===== config.mk =====
export PLATFORM = sky130hd
export DESIGN_NAME = usb_rx_phy
export DESIGN_NICKNAME = d
export VERILOG_FILES = /design/src/rtl/usb_rx_phy.sv
export SDC_FILE = /design/constraint.sdc
export NUM_CORES = 1
export LEC_CHECK = 0
export CAP_MARGIN = 20
export CORE_MARGIN = 3
export CORE_UTILIZATION = 60
export DETAILED_ROUTE_END_ITERATION = 10
export GPL_ROUTABILITY_DRIVEN = 0
export HOLD_SLACK_MARGIN = 0.03
export PLACE_DENSITY = 0.8
export SYNTH_ARGS = -nofsm -noshare
export SYNTH_HDL_FRONTEND = slang
export SYNTH_SLANG_ARGS = --single-unit

===== constraint.sdc =====
create_clock -name clk -period 5.8 [get_ports clk]
set_clock_uncertainty 0.1 [all_clocks]
set_input_delay 1.74 -clock clk [delete_from_list [all_inputs] [get_ports clk]]
set_output_delay 1.74 -clock clk [all_outputs]
set_load 0.02 [all_outputs]

===== src/rtl/usb_rx_phy.sv =====
// rtl/usb_rx_phy.sv - full-speed USB receive front end: sync, bit recovery, NRZI decode, destuff, bytes
module usb_rx_phy #(
  parameter int CLK_PER_BIT    = 4,
  parameter int RESET_CYCLES   = 120,
  parameter int MIN_SYNC_ZEROS = 3
) (
  input  logic       clk,
  input  logic       rst_n,
  input  logic       dp,
  input  logic       dm,
  input  logic       tx_active,
  output logic [7:0] rx_data,
  output logic       rx_valid,
  output logic       rx_active,
  output logic       rx_error,
  output logic       usb_reset
);
  localparam int PW = $clog2(CLK_PER_BIT);
  localparam int RW = $clog2(RESET_CYCLES + 1);
  localparam logic [PW-1:0] HALF      = PW'(CLK_PER_BIT / 2);
  localparam logic [RW-1:0] RST_MAX   = RW'(RESET_CYCLES);
  localparam logic [3:0]    MIN_ZEROS = 4'(MIN_SYNC_ZEROS);

  typedef enum logic [1:0] {LS_SE0 = 2'b00, LS_K = 2'b01, LS_J = 2'b10, LS_SE1 = 2'b11} line_t;
  typedef enum logic [2:0] {S_IDLE, S_SYNC, S_DATA, S_EOP, S_ERROR} state_t;

  logic [1:0]    dp_sync, dm_sync;
  line_t         line, line_prev;
  logic [PW-1:0] phase, phase_cur;
  logic [RW-1:0] se0_cnt;
  logic          jk_edge, sample, is_jk, level, bit_val, force_idle;
  state_t        state, state_nxt;
  logic          prev_level, prev_nxt;
  logic [3:0]    cnt, cnt_nxt;
  logic [2:0]    ones, ones_nxt, bit_cnt, bit_cnt_nxt;
  logic [7:0]    shreg, shreg_nxt, data_nxt;
  logic          se0_seen, se0_seen_nxt, valid_nxt, error_nxt;

  assign line      = line_t'({dp_sync[1], dm_sync[1]});
  assign jk_edge   = (line == LS_J && line_prev == LS_K) || (line == LS_K && line_prev == LS_J);
  // The edge cycle itself counts as phase 0, so the sample lands mid-bit.
  assign phase_cur = jk_edge ? '0 : phase;
  assign sample    = (phase_cur == HALF);
  assign is_jk     = (line == LS_J) || (line == LS_K);
  assign level     = (line == LS_J);
  assign bit_val   = (level == prev_level);
  assign usb_reset = (se0_cnt == RST_MAX);
  assign force_idle = tx_active || usb_reset;

  always_ff @(posedge clk) begin
    if (!rst_n) begin
      dp_sync   <= 2'b11;
      dm_sync   <= 2'b00;
      line_prev <= LS_J;
      phase     <= '0;
      se0_cnt   <= '0;
    end else begin
      dp_sync   <= {dp_sync[0], dp};
      dm_sync   <= {dm_sync[0], dm};
      line_prev <= line;
      phase     <= phase_cur + 1'b1;
      if (line != LS_SE0)
        se0_cnt <= '0;
      else if (se0_cnt != RST_MAX)
        se0_cnt <= se0_cnt + 1'b1;
    end
  end

  always_ff @(posedge clk) begin
    if (!rst_n) begin
      state      <= S_IDLE;
      prev_level <= 1'b1;
      cnt        <= '0;
      ones       <= '0;
      bit_cnt    <= '0;
      shreg      <= '0;
      se0_seen   <= 1'b0;
      rx_data    <= '0;
      rx_valid   <= 1'b0;
      rx_error   <= 1'b0;
      rx_active  <= 1'b0;
    end else begin
      state      <= state_nxt;
      prev_level <= prev_nxt;
      cnt        <= cnt_nxt;
      ones       <= ones_nxt;
      bit_cnt    <= bit_cnt_nxt;
      shreg      <= shreg_nxt;
      se0_seen   <= se0_seen_nxt;
      rx_data    <= data_nxt;
      rx_valid   <= valid_nxt;
      rx_error   <= error_nxt;
      rx_active  <= (state_nxt == S_DATA) || (state_nxt == S_EOP) || (state_nxt == S_ERROR);
    end
  end

  always_comb begin
    state_nxt    = state;
    prev_nxt     = prev_level;
    cnt_nxt      = cnt;
    ones_nxt     = ones;
    bit_cnt_nxt  = bit_cnt;
    shreg_nxt    = shreg;
    se0_seen_nxt = se0_seen;
    data_nxt     = rx_data;
    valid_nxt    = 1'b0;
    error_nxt    = 1'b0;
    if (sample && is_jk)
      prev_nxt = level;
    case (state)
      S_IDLE: begin
        prev_nxt = 1'b1;
        cnt_nxt  = '0;
        if (sample && line == LS_K) begin
          state_nxt = S_SYNC;
          prev_nxt  = 1'b0;
          cnt_nxt   = 4'd1;
        end
      end
      S_SYNC: begin
        if (sample) begin
          if (line == LS_SE0) begin
            state_nxt = S_IDLE;
          end else if (line == LS_SE1) begin
            state_nxt = S_IDLE;
            error_nxt = 1'b1;
          end else if (!bit_val) begin
            if (cnt != 4'hF)
              cnt_nxt = cnt + 1'b1;
          end else if (cnt >= MIN_ZEROS) begin
            state_nxt   = S_DATA;
            ones_nxt    = '0;
            bit_cnt_nxt = '0;
          end else begin
            state_nxt = S_IDLE;
          end
        end
      end
      S_DATA: begin
        if (sample) begin
          if (line == LS_SE0) begin
            state_nxt = S_EOP;
            cnt_nxt   = '0;
            error_nxt = (bit_cnt != 3'd0);
          end else if (line == LS_SE1) begin
            state_nxt    = S_ERROR;
            error_nxt    = 1'b1;
            cnt_nxt      = '0;
            se0_seen_nxt = 1'b0;
          end else if (ones == 3'd6) begin
            if (!bit_val) begin
              ones_nxt = '0;
            end else begin
              state_nxt    = S_ERROR;
              error_nxt    = 1'b1;
              cnt_nxt      = '0;
              se0_seen_nxt = 1'b0;
            end
          end else begin
            ones_nxt    = bit_val ? ones + 1'b1 : 3'd0;
            shreg_nxt   = {bit_val, shreg[7:1]};
            bit_cnt_nxt = bit_cnt + 1'b1;
            if (bit_cnt == 3'd7) begin
              data_nxt  = {bit_val, shreg[7:1]};
              valid_nxt = 1'b1;
            end
          end
        end
      end
      S_EOP: begin
        if (sample) begin
          if (line == LS_J) begin
            state_nxt = S_IDLE;
          end else if (cnt == 4'd2) begin
            state_nxt    = S_ERROR;
            error_nxt    = 1'b1;
            cnt_nxt      = '0;
            se0_seen_nxt = (line == LS_SE0);
          end else begin
            cnt_nxt = cnt + 1'b1;
          end
        end
      end
      S_ERROR: begin
        if (sample) begin
          case (line)
            LS_SE0: begin
              se0_seen_nxt = 1'b1;
              cnt_nxt      = '0;
            end
            LS_J: begin
              if (se0_seen || cnt == 4'd7)
                state_nxt = S_IDLE;
              else
                cnt_nxt = cnt + 1'b1;
            end
            default: cnt_nxt = '0;
          endcase
        end
      end
      default: state_nxt = S_IDLE;
    endcase
    if (force_idle) begin
      state_nxt = S_IDLE;
      prev_nxt  = 1'b1;
      valid_nxt = 1'b0;
      error_nxt = 1'b0;
      data_nxt  = rx_data;
    end
  end
endmodule


==> results of run 1 <==
-- stage by stage --
stage                     setup slack, ns  power (mW)
after floorplan                      2.45       0.362
after global placement               1.88       0.370
after detailed placement             1.83       0.371
after CTS                            1.48       0.621
after global routing                 1.57       0.635
final                                1.91       0.618
-- registers in the layout (all words and copies together) (netlist names), 3 cells and up --
name / cells
se0_cnt: 7
shreg: 7
rx_data: 8
ones: 3
state: 3
bit_cnt: 3
cnt: 4
-- cells in the mapped netlist (3+ instances only) --
cell	number
dfxtp_1	48
nor2_1	34
nand2_1	20
mux2i_1	18
ha_1	16
inv_1	14
a21oi_1	12
o21ai_0	9
and2_1	8
clkbuf_1	8
nor3_1	7
or3_1	6
a31oi_1	5
nand2b_1	5
nand3_1	5
nand3b_1	5
nor3b_1	5
o211ai_1	4
xnor2_1	4
a211oi_1	3
nor4_1	3
o21ai_1	3
xor2_1	3
-- where the power goes --
group	leakage, nW	internal (mW)	switching [mW]
registers	0.388	0.332	0.00165
logic	0.585	0.0103	0.0191
clock network	0.0614	0.141	0.113
total	1.03	0.484	0.134
-- how the worst max path moves through the flow --
stage,end,start,depth (start not counted)
finish,rx_data[1],dm_sync[1],10
global route,rx_data[2],dm_sync[1],10
CTS,usb_reset,se0_cnt[0],5
detailed placement,usb_reset,se0_cnt[0],5
global placement,usb_reset,se0_cnt[0],5
floorplan,usb_reset,se0_cnt[0],4
-- cells by family after synthesis --
| kind of cell | after synthesis |
|---|---|
| compound gates | 55 |
| fa+ha+maj | 16 |
| simple gates | 108 |
| mux | 20 |
| buf+inv | 27 |
| xor+xnor | 8 |
| flops | 48 |
-- per-layer routing --
layer	global-route usage (%)	vias to the layer above	wire [um]	part of all wire, %
met1	27.8	926	2300	47
met5	0	-	0	0
met4	7.52	0	73	1.5
met2	33.2	53	2310	47
met3	3.13	7	217	4.4
li1	-	1017	-	-
-- layout make-up --
cell class | instances | share of cell area [%]
flip-flops and latches | 48 | 34.5
clock buffers | 6 | 2.97
inverters | 15 | 2.02
clock inverters | 2 | 1.39
well taps | 48 | 2.16
repair buffers | 17 | 5.94
multi-input cells | 207 | 51.0
==> qor.json, run 1 <==
{
  "yosys.area_share.xor_xnor": {"value": 3.10, "unit": "%"},
  "fin_util": {"value": 72.7, "unit": "%"},
  "dominant_combinational_cell_family_by_area_after_synthesis": {"value": "simple AND/OR/NAND/NOR gates"},
  "timing.rr.end": {"value": "rx_data[1]"},
  "hpwlAfterDp": {"value": 3.33, "unit": "mm"},
  "cap_violations": {"value": 0},
  "ys_seq_elements": {"value": 48},
  "synthTopCellsByArea": {"value": "dfxtp_1, ha_1, mux2i_1, nor2_1, nand2_1"},
  "finalCriticalPeriod": {"value": 3.89, "unit": "ns"},
  "finalSetupViolations": {"value": 0},
  "cts_num_sinks": {"value": 48},
  "final.hold.worst_slack": {"value": 0.313, "unit": "ns"},
  "num-fill-cells": {"value": 296},
  "worst_ep_arrival_time": {"value": 3.97, "unit": "ns"},
  "placed_area": {"value": 0.00266, "unit": "mm2"},
  "report.final.hold_viol_count": {"value": 0},
  "min-delay-start": {"value": "dp_sync[0]"},
  "first_global_vias": {"value": 1843},
  "register_area": {"value": 961, "unit": "um2"},
  "maxSlewViolCount": {"value": 0},
  "totalWireLength": {"value": 4.91, "unit": "mm"},
  "r2r-start": {"value": "dm_sync[1]"},
  "synthSimpleGateAreaFrac": {"value": 22.8, "unit": "%"},
  "clk_transition_reported_paths": {"value": 0.09, "unit": "ns"},
  "drcViolationCount": {"value": 0},
  "core-area": {"value": 0.00383, "unit": "mm2"},
  "cts_made_buffers": {"value": 5},
  "static-leakage-power": {"value": 1.03, "unit": "nW"},
  "synth-compound-area-share": {"value": 14.7, "unit": "%"},
  "clock-root-buffer": {"value": "clkbuf_8"},
  "tot_gr_track_use": {"value": 20.5, "unit": "%"},
  "outcome": {"value": "finished clean"},
  "worst_path_most_repeated_cell": {"value": "ha_1"},
  "cts_buffer_depth": {"value": 2},
  "netlist.area_leader.share": {"value": 38.5, "unit": "%"},
  "dp.cells": {"value": 334},
  "max_freq": {"value": 257, "unit": "MHz"},
  "post_synth_instance_area": {"value": 0.00250, "unit": "mm2"},
  "cts_hold_buf": {"value": 0},
  "pin_count": {"value": 17},
  "rrSetupSlack": {"value": 1.91, "unit": "ns"},
  "post_synth_mux_area_share": {"value": 8.11, "unit": "%"},
  "max_slew_margin": {"value": 46.9, "unit": "%"},
  "std_cell_rows": {"value": 22},
  "nNetsFinal": {"value": 315},
  "fp.dieArea": {"value": 0.00497, "unit": "mm2"},
  "post_route_fraction_of_the_period_consumed_by_the_critical_path": {"value": 67.1, "unit": "%"},
  "critPathKind": {"value": "reg2reg"},
  "synth_flop_cell": {"value": "dfxtp_1"},
  "timing.critical_path.buf_inv": {"value": 1},
  "synthesis.instances": {"value": 282},
  "worstSkewPairLatency": {"value": 0.30, "unit": "ns"},
  "synth_edf_count": {"value": 0},
  "grt_start_max_net_pins": {"value": 29},
  "holdPathEnd": {"value": "dp_sync[1]"},
  "critical-path-slowest-cell": {"value": "or4b_1"},
  "cpLargestDelayFamily": {"value": "simple AND/OR/NAND/NOR gates"},
  "layout_common_cells": {"value": "dfxtp_1, nor2_1, nand2_1"},
  "crit_path_max_fanout": {"value": 14},
  "transition_time_at_the_pin_with_the_least_slew_margin": {"value": 0.793, "unit": "ns"},
  "crit_path_cell_trace": {"value": "inv_1 > ha_1 > nand2_1 > o211ai_1 > ha_1 > nand2b_1 > or4b_1 > nor4b_4 > mux2i_1 > nor2_1"},
  "syn_area_per_cell": {"value": 8.86, "unit": "um2"},
  "yosys.area_share.adder": {"value": 8.01, "unit": "%"},
  "cp.required": {"value": 5.88, "unit": "ns"},
  "firstDrtPassIters": {"value": 4},
  "slowest_delay": {"value": 0.79, "unit": "ns"},
  "cts_htree_levels": {"value": 2},
  "final.setup.tns": {"value": 0, "unit": "ns"},
  "hp-class": {"value": "reg2reg"},
  "antenna_cells_inserted": {"value": 0},
  "cp-end-kind": {"value": "flop"},
  "layout_commonest_cell": {"value": "dfxtp_1"},
  "dr_total_vias": {"value": 2003},
  "design_area": {"value": 0.00278, "unit": "mm2"},
  "area_of_combinational_cells_with_multiple_inputs": {"value": 0.00142, "unit": "mm2"},
  "min_delay_path_depth": {"value": 1},
  "pwr_density_cell": {"value": 222, "unit": "mW/mm2"},
  "cts_setup_buffers": {"value": 0},
  "synth_sequential_area_ratio": {"value": 38.5, "unit": "%"},
  "avgViaCountPerCell": {"value": 5.84},
  "drt.antenna.violating_nets": {"value": 0},
  "antenna_violations_before_repair": {"value": 0},
  "placement.io_buffers": {"value": 16},
  "fin_cells": {"value": 343},
  "drtIter0Drc": {"value": 88},
  "synth.yosys.warnings": {"value": 0},
  "yosys.cell_types.count": {"value": 55},
  "ratio_of_cells_with_drive_above_1_in_the_final_layout": {"value": 4.75, "unit": "%"},
  "cts_resized": {"value": 0},
  "startpoint_type_of_the_worst_setup_path": {"value": "flop"},
  "async_reset_ff_share": {"value": 0, "unit": "%"},
  "worst_ir_drop_vdd": {"value": 153, "unit": "uV"},
  "grt_first_pass_wirelength": {"value": 8.42, "unit": "mm"},
  "initial_core_util": {"value": 65.3, "unit": "%"},
  "die_h": {"value": 70.5, "unit": "um"},
  "rsz0062_at_grt": {"value": "false"},
  "worstRegToRegCells": {"value": 10},
  "globalRouteOverflowTotal": {"value": 0},
  "die_w": {"value": 70.5, "unit": "um"},
  "mappedNetlistNets": {"value": 303},
  "areaGrowthSynthToFinish": {"value": 11.3, "unit": "%"},
  "synth_top_area_cell": {"value": "dfxtp_1"},
  "tritoncts": {"value": "done"},
  "routedWlPerCell": {"value": 14.3, "unit": "um"}
}
No activity file was read; power rests on OpenSTA's default activity.
==> inputs of run 2 (changes only) <==
Settings changed: CORE_UTILIZATION 60 to 58, PLACE_DENSITY 0.8 to 0.78.
Clock period 5.8 ns to 4 ns, I/O delays scaled along.
==> run 2 against run 1 <==
First-iteration DRC count grew 33%. Core utilization fell by 3.4 points. Via count up 2.6%. Sequential power grew 45%.
==> qor.json, run 2 (synthesized netlist as in run 1, its figures left out) <==
{
  "registers.top_by_ff_count": {"value": "rx_data"},
  "report.final.hold_viol_count": {"value": 0},
  "worst_ep_arrival_time": {"value": 1.80, "unit": "ns"},
  "drt.antenna.violating_nets": {"value": 0},
  "std_cell_rows": {"value": 23},
  "num-fill-cells": {"value": 349},
  "top_regs": {"value": "rx_data x8, se0_cnt x7, shreg x7"},
  "grt_start_max_net_pins": {"value": 29},
  "tot_gr_track_use": {"value": 20.2, "unit": "%"},
  "register_area": {"value": 961, "unit": "um2"},
  "cts_made_buffers": {"value": 5},
  "worstRegToRegCells": {"value": 11},
  "worst_ir_drop_vdd": {"value": 220, "unit": "uV"},
  "cts_setup_buffers": {"value": 0},
  "cap_violations": {"value": 0},
  "pwr_density_cell": {"value": 332, "unit": "mW/mm2"},
  "drcViolationCount": {"value": 0},
  "avgViaCountPerCell": {"value": 5.89},
  "core-area": {"value": 0.00409, "unit": "mm2"},
  "min_delay_path_depth": {"value": 1},
  "grt_first_pass_wirelength": {"value": 8.39, "unit": "mm"},
  "detailedPlace.worstSlack": {"value": 0.943, "unit": "ns"},
  "clock-root-buffer": {"value": "clkbuf_8"},
  "area_of_combinational_cells_with_multiple_inputs": {"value": 0.00142, "unit": "mm2"},
  "dr_total_vias": {"value": 2055},
  "critical-path-slowest-cell": {"value": "clkdlybuf4s50_1"},
  "power": {"value": 0.939, "unit": "mW"},
  "ratio_of_cells_with_drive_above_1_in_the_final_layout": {"value": 6.02, "unit": "%"},
  "hp-class": {"value": "reg2reg"},
  "worstSkewPairLatency": {"value": 0.31, "unit": "ns"},
  "tritoncts": {"value": "done"},
  "max_freq": {"value": 322, "unit": "MHz"},
  "globalRouteOverflowTotal": {"value": 0},
  "post_route_fraction_of_the_period_consumed_by_the_critical_path": {"value": 77.6, "unit": "%"},
  "drtIter0Drc": {"value": 117},
  "cts_hold_buf": {"value": 0},
  "layout_common_cells": {"value": "dfxtp_1, nor2_1, nand2_1"},
  "antenna_cells_inserted": {"value": 0},
  "cts_htree_levels": {"value": 2},
  "startpoint_type_of_the_worst_setup_path": {"value": "flop"},
  "antenna_violations_before_repair": {"value": 0},
  "finalCriticalPeriod": {"value": 3.10, "unit": "ns"},
  "pin_count": {"value": 17},
  "hpwlAfterDp": {"value": 3.39, "unit": "mm"},
  "final.setup.tns": {"value": 0, "unit": "ns"},
  "rsz0062_at_grt": {"value": "false"},
  "cts_resized": {"value": 0},
  "first_global_vias": {"value": 1880},
  "cp.required": {"value": 2.70, "unit": "ns"},
  "crit_path_cell_trace": {"value": "inv_1 > ha_1 > nand2_1 > nor3_1 > clkdlybuf4s50_1"},
  "outcome": {"value": "finished clean"},
  "layout_commonest_cell": {"value": "dfxtp_1"},
  "cts_buffer_depth": {"value": 2},
  "nNetsFinal": {"value": 320},
  "critPathKind": {"value": "reg2out"},
  "cts_num_sinks": {"value": 48},
  "max_reg_flops": {"value": 8},
  "firstDrtPassIters": {"value": 6},
  "areaGrowthSynthToFinish": {"value": 13.3, "unit": "%"},
  "finalSetupViolations": {"value": 0},
  "transition_time_at_the_pin_with_the_least_slew_margin": {"value": 0.717, "unit": "ns"},
  "fp.dieArea": {"value": 0.00513, "unit": "mm2"},
  "crit_path_max_fanout": {"value": 3},
  "die_w": {"value": 71.6, "unit": "um"},
  "max_slew_margin": {"value": 52.2, "unit": "%"},
  "cp-end-kind": {"value": "primary output"},
  "static-leakage-power": {"value": 1.06, "unit": "nW"},
  "totalWireLength": {"value": 5.08, "unit": "mm"},
  "clk_transition_reported_paths": {"value": 0.08, "unit": "ns"},
  "routedWlPerCell": {"value": 14.6, "unit": "um"},
  "maxSlewViolCount": {"value": 0},
  "slowest_delay": {"value": 0.66, "unit": "ns"},
  "fin_util": {"value": 69.3, "unit": "%"},
  "setup_ws": {"value": 0.896, "unit": "ns"},
  "placement.io_buffers": {"value": 16},
  "initial_core_util": {"value": 61.1, "unit": "%"},
  "die_h": {"value": 71.6, "unit": "um"}
}
-- run 2: cell type report --
cell class | count | area share, %
Clock buffer | 5 | 2.43
Inverter | 15 | 1.99
Timing Repair Buffer | 22 | 7.25
Tap cell | 50 | 2.21
Clock inverter | 2 | 2.12
Multi-Input combinational cell | 207 | 50.1
Sequential cell | 48 | 33.9
-- run 2: metrics by stage --
stage,instances,hold slack (ns),area (um2)
floorplan,282,0.286,2500
global placement,342,0.289,2700
detailed placement,342,0.292,2700
CTS,349,0.312,2830
global route,349,0.332,2830
finish,349,0.308,2830
-- run 2: where the power goes --
group          switching, mW  total (mW)  internal [mW]  leakage, nW
clock network          0.163       0.409          0.246       0.0642
registers            0.00233       0.484          0.482        0.388
logic                 0.0283      0.0451         0.0168        0.610
total                  0.194       0.939          0.745         1.06
-- run 2: path summary, 6_finish.rpt --
check                                start          to  slack (ns)
worst max-delay path            se0_cnt[0]   usb_reset        0.90
worst min-delay path            dp_sync[0]  dp_sync[1]        0.31
worst max register to register  dm_sync[1]  rx_data[0]        0.90
worst min register to register  dp_sync[0]  dp_sync[1]        0.31
-- run 2: critical path: cells and delay by family, from the launching register on --
family	cells	cell delay, ns
adders and majority gates	1	0.15
buffers and inverters	2	0.75
DFF	1	0.33
and+or+nand+nor	2	0.28
-- run 2: per-layer routing --
metal	up-vias	global-route usage, %	routed length, um	part of all wire, %
met4	0	7.10	96	1.9
met1	942	26.8	2420	48
met2	74	31.9	2240	44
li1	1028	-	-	-
met3	11	5.19	323	6.4
met5	-	0	0	0
==> inputs of run 3 (changes only) <==
Clock period 4 ns to 3 ns, I/O delays scaled along.
==> run 3 against run 2 <==
Non-clock buffer count grew 5. Register-to-register slack worse by 0.67 ns. Highest routed layer unchanged. Critical path type is now reg2reg. Setup slack worse by 0.67 ns.
==> qor.json, run 3 (synthesized netlist as in run 1, its figures left out) <==
{
  "routedWlPerCell": {"value": 14.5, "unit": "um"},
  "grt_first_pass_wirelength": {"value": 8.68, "unit": "mm"},
  "final.hold.worst_slack": {"value": 0.314, "unit": "ns"},
  "registers.top_by_ff_count": {"value": "rx_data"},
  "critPathLaunch": {"value": "dp_sync[1]"},
  "drcViolationCount": {"value": 0},
  "tot_gr_track_use": {"value": 21.1, "unit": "%"},
  "placed_area": {"value": 0.00274, "unit": "mm2"},
  "cts_buffer_depth": {"value": 2},
  "outcome": {"value": "finished clean"},
  "transition_time_at_the_pin_with_the_least_slew_margin": {"value": 0.550, "unit": "ns"},
  "antenna_cells_inserted": {"value": 0},
  "ratio_of_cells_with_drive_above_1_in_the_final_layout": {"value": 7.54, "unit": "%"},
  "avgViaCountPerCell": {"value": 5.80},
  "static-leakage-power": {"value": 1.08, "unit": "nW"},
  "cts_resized": {"value": 0},
  "layout_commonest_cell": {"value": "dfxtp_1"},
  "cts_made_buffers": {"value": 5},
  "worst_ep_arrival_time": {"value": 2.87, "unit": "ns"},
  "cts_htree_levels": {"value": 2},
  "min_delay_path_depth": {"value": 1},
  "r2r-start": {"value": "dp_sync[1]"},
  "max_slew_margin": {"value": 63.3, "unit": "%"},
  "min-delay-start": {"value": "dp_sync[0]"},
  "std_cell_rows": {"value": 23},
  "setup_ws": {"value": 0.227, "unit": "ns"},
  "cts_hold_buf": {"value": 0},
  "drt.antenna.violating_nets": {"value": 0},
  "detailedPlace.worstSlack": {"value": 0.232, "unit": "ns"},
  "fin_util": {"value": 69.7, "unit": "%"},
  "finalSetupViolations": {"value": 0},
  "max_freq": {"value": 361, "unit": "MHz"},
  "fp.dieArea": {"value": 0.00513, "unit": "mm2"},
  "tritoncts": {"value": "done"},
  "antenna_violations_before_repair": {"value": 0},
  "report.final.hold_viol_count": {"value": 0},
  "worstSkewPairLatency": {"value": 0.30, "unit": "ns"},
  "dr_total_vias": {"value": 2059},
  "cap_violations": {"value": 0},
  "die_w": {"value": 71.6, "unit": "um"},
  "hp-class": {"value": "reg2reg"},
  "design_area": {"value": 0.00285, "unit": "mm2"},
  "pin_count": {"value": 17},
  "maxSlewViolCount": {"value": 0},
  "hpwlAfterDp": {"value": 3.72, "unit": "mm"},
  "dp.cells": {"value": 347},
  "fin_cells": {"value": 355},
  "timing.rr.end": {"value": "rx_data[5]"},
  "max_reg_flops": {"value": 8},
  "power": {"value": 1.17, "unit": "mW"},
  "clk_transition_reported_paths": {"value": 0.08, "unit": "ns"},
  "critPathKind": {"value": "reg2reg"},
  "initial_core_util": {"value": 61.1, "unit": "%"},
  "startpoint_type_of_the_worst_setup_path": {"value": "flop"},
  "areaGrowthSynthToFinish": {"value": 14.0, "unit": "%"},
  "firstDrtPassIters": {"value": 4},
  "layout_common_cells": {"value": "dfxtp_1, nor2_1, nand2_1"},
  "holdPathEnd": {"value": "dp_sync[1]"},
  "post_route_fraction_of_the_period_consumed_by_the_critical_path": {"value": 92.4, "unit": "%"},
  "placement.io_buffers": {"value": 16},
  "crit_path_max_fanout": {"value": 9},
  "clock-root-buffer": {"value": "clkbuf_8"},
  "top_regs": {"value": "rx_data x8, se0_cnt x7, shreg x7"},
  "globalRouteOverflowTotal": {"value": 0},
  "cts_num_sinks": {"value": 48},
  "cp-end-kind": {"value": "flop"},
  "finalCriticalPeriod": {"value": 2.77, "unit": "ns"},
  "pwr_density_cell": {"value": 412, "unit": "mW/mm2"},
  "num-fill-cells": {"value": 352},
  "grt_start_max_net_pins": {"value": 20},
  "nNetsFinal": {"value": 325},
  "rrSetupSlack": {"value": 0.23, "unit": "ns"},
  "core-area": {"value": 0.00409, "unit": "mm2"},
  "worst_ir_drop_vdd": {"value": 291, "unit": "uV"},
  "drtIter0Drc": {"value": 141},
  "first_global_vias": {"value": 1878},
  "cp.required": {"value": 3.09, "unit": "ns"},
  "final.setup.tns": {"value": 0, "unit": "ns"},
  "die_h": {"value": 71.6, "unit": "um"},
  "worstRegToRegCells": {"value": 11},
  "rsz0062_at_grt": {"value": "false"},
  "cts_setup_buffers": {"value": 0},
  "totalWireLength": {"value": 5.14, "unit": "mm"}
}
-- run 3: worst max-delay path by stage --
stage / end / slack (ns) / depth (start not counted)
after floorplan: rx_data[3] / 0.26 / 12
after global placement: rx_data[0] / 0.35 / 11
after detailed placement: rx_data[5] / 0.23 / 11
after CTS: rx_data[5] / 0.21 / 11
after global routing: rx_data[1] / 0.05 / 11
final: rx_data[5] / 0.23 / 11
-- run 3: layout make-up --
class                   instances  area (um2)  share of cell area, %
clock buffers                   6        72.6                   2.55
clock inverters                 2        35.0                   1.23
inverters                      15        56.3                   1.98
multi-input cells             207        1420                   49.8
flip-flops and latches         48         961                   33.7
well taps                      50        62.6                   2.20
repair buffers                 27         243                   8.52
-- run 3: worst max-delay path: stages (launching register included) --
cell,delay (ns)
dfxtp_1,0.41
inv_1,0.10
ha_1,0.24
nand3b_1,0.11
o211a_1,0.16
ha_1,0.16
nand2b_1,0.08
or4b_1,0.58
nor4b_4,0.23
buf_4,0.24
mux2i_1,0.21
nor2_1,0.05
-- run 3: routing by layer --
metal	GRT usage, %	part of all wire (%)	vias up
met5	0	0	-
met3	4.91	4.3	9
met2	33.1	46	48
li1	-	-	1034
met1	28.1	48	968
met4	8.14	1.5	0
-- run 3: power breakdown --
part           leakage [nW]  switching, mW  internal [mW]  total, mW
Clock                0.0552          0.216          0.248      0.463
Combinational         0.635         0.0394         0.0241     0.0635
Sequential            0.388        0.00302          0.643      0.646
Total                  1.08          0.258          0.914       1.17
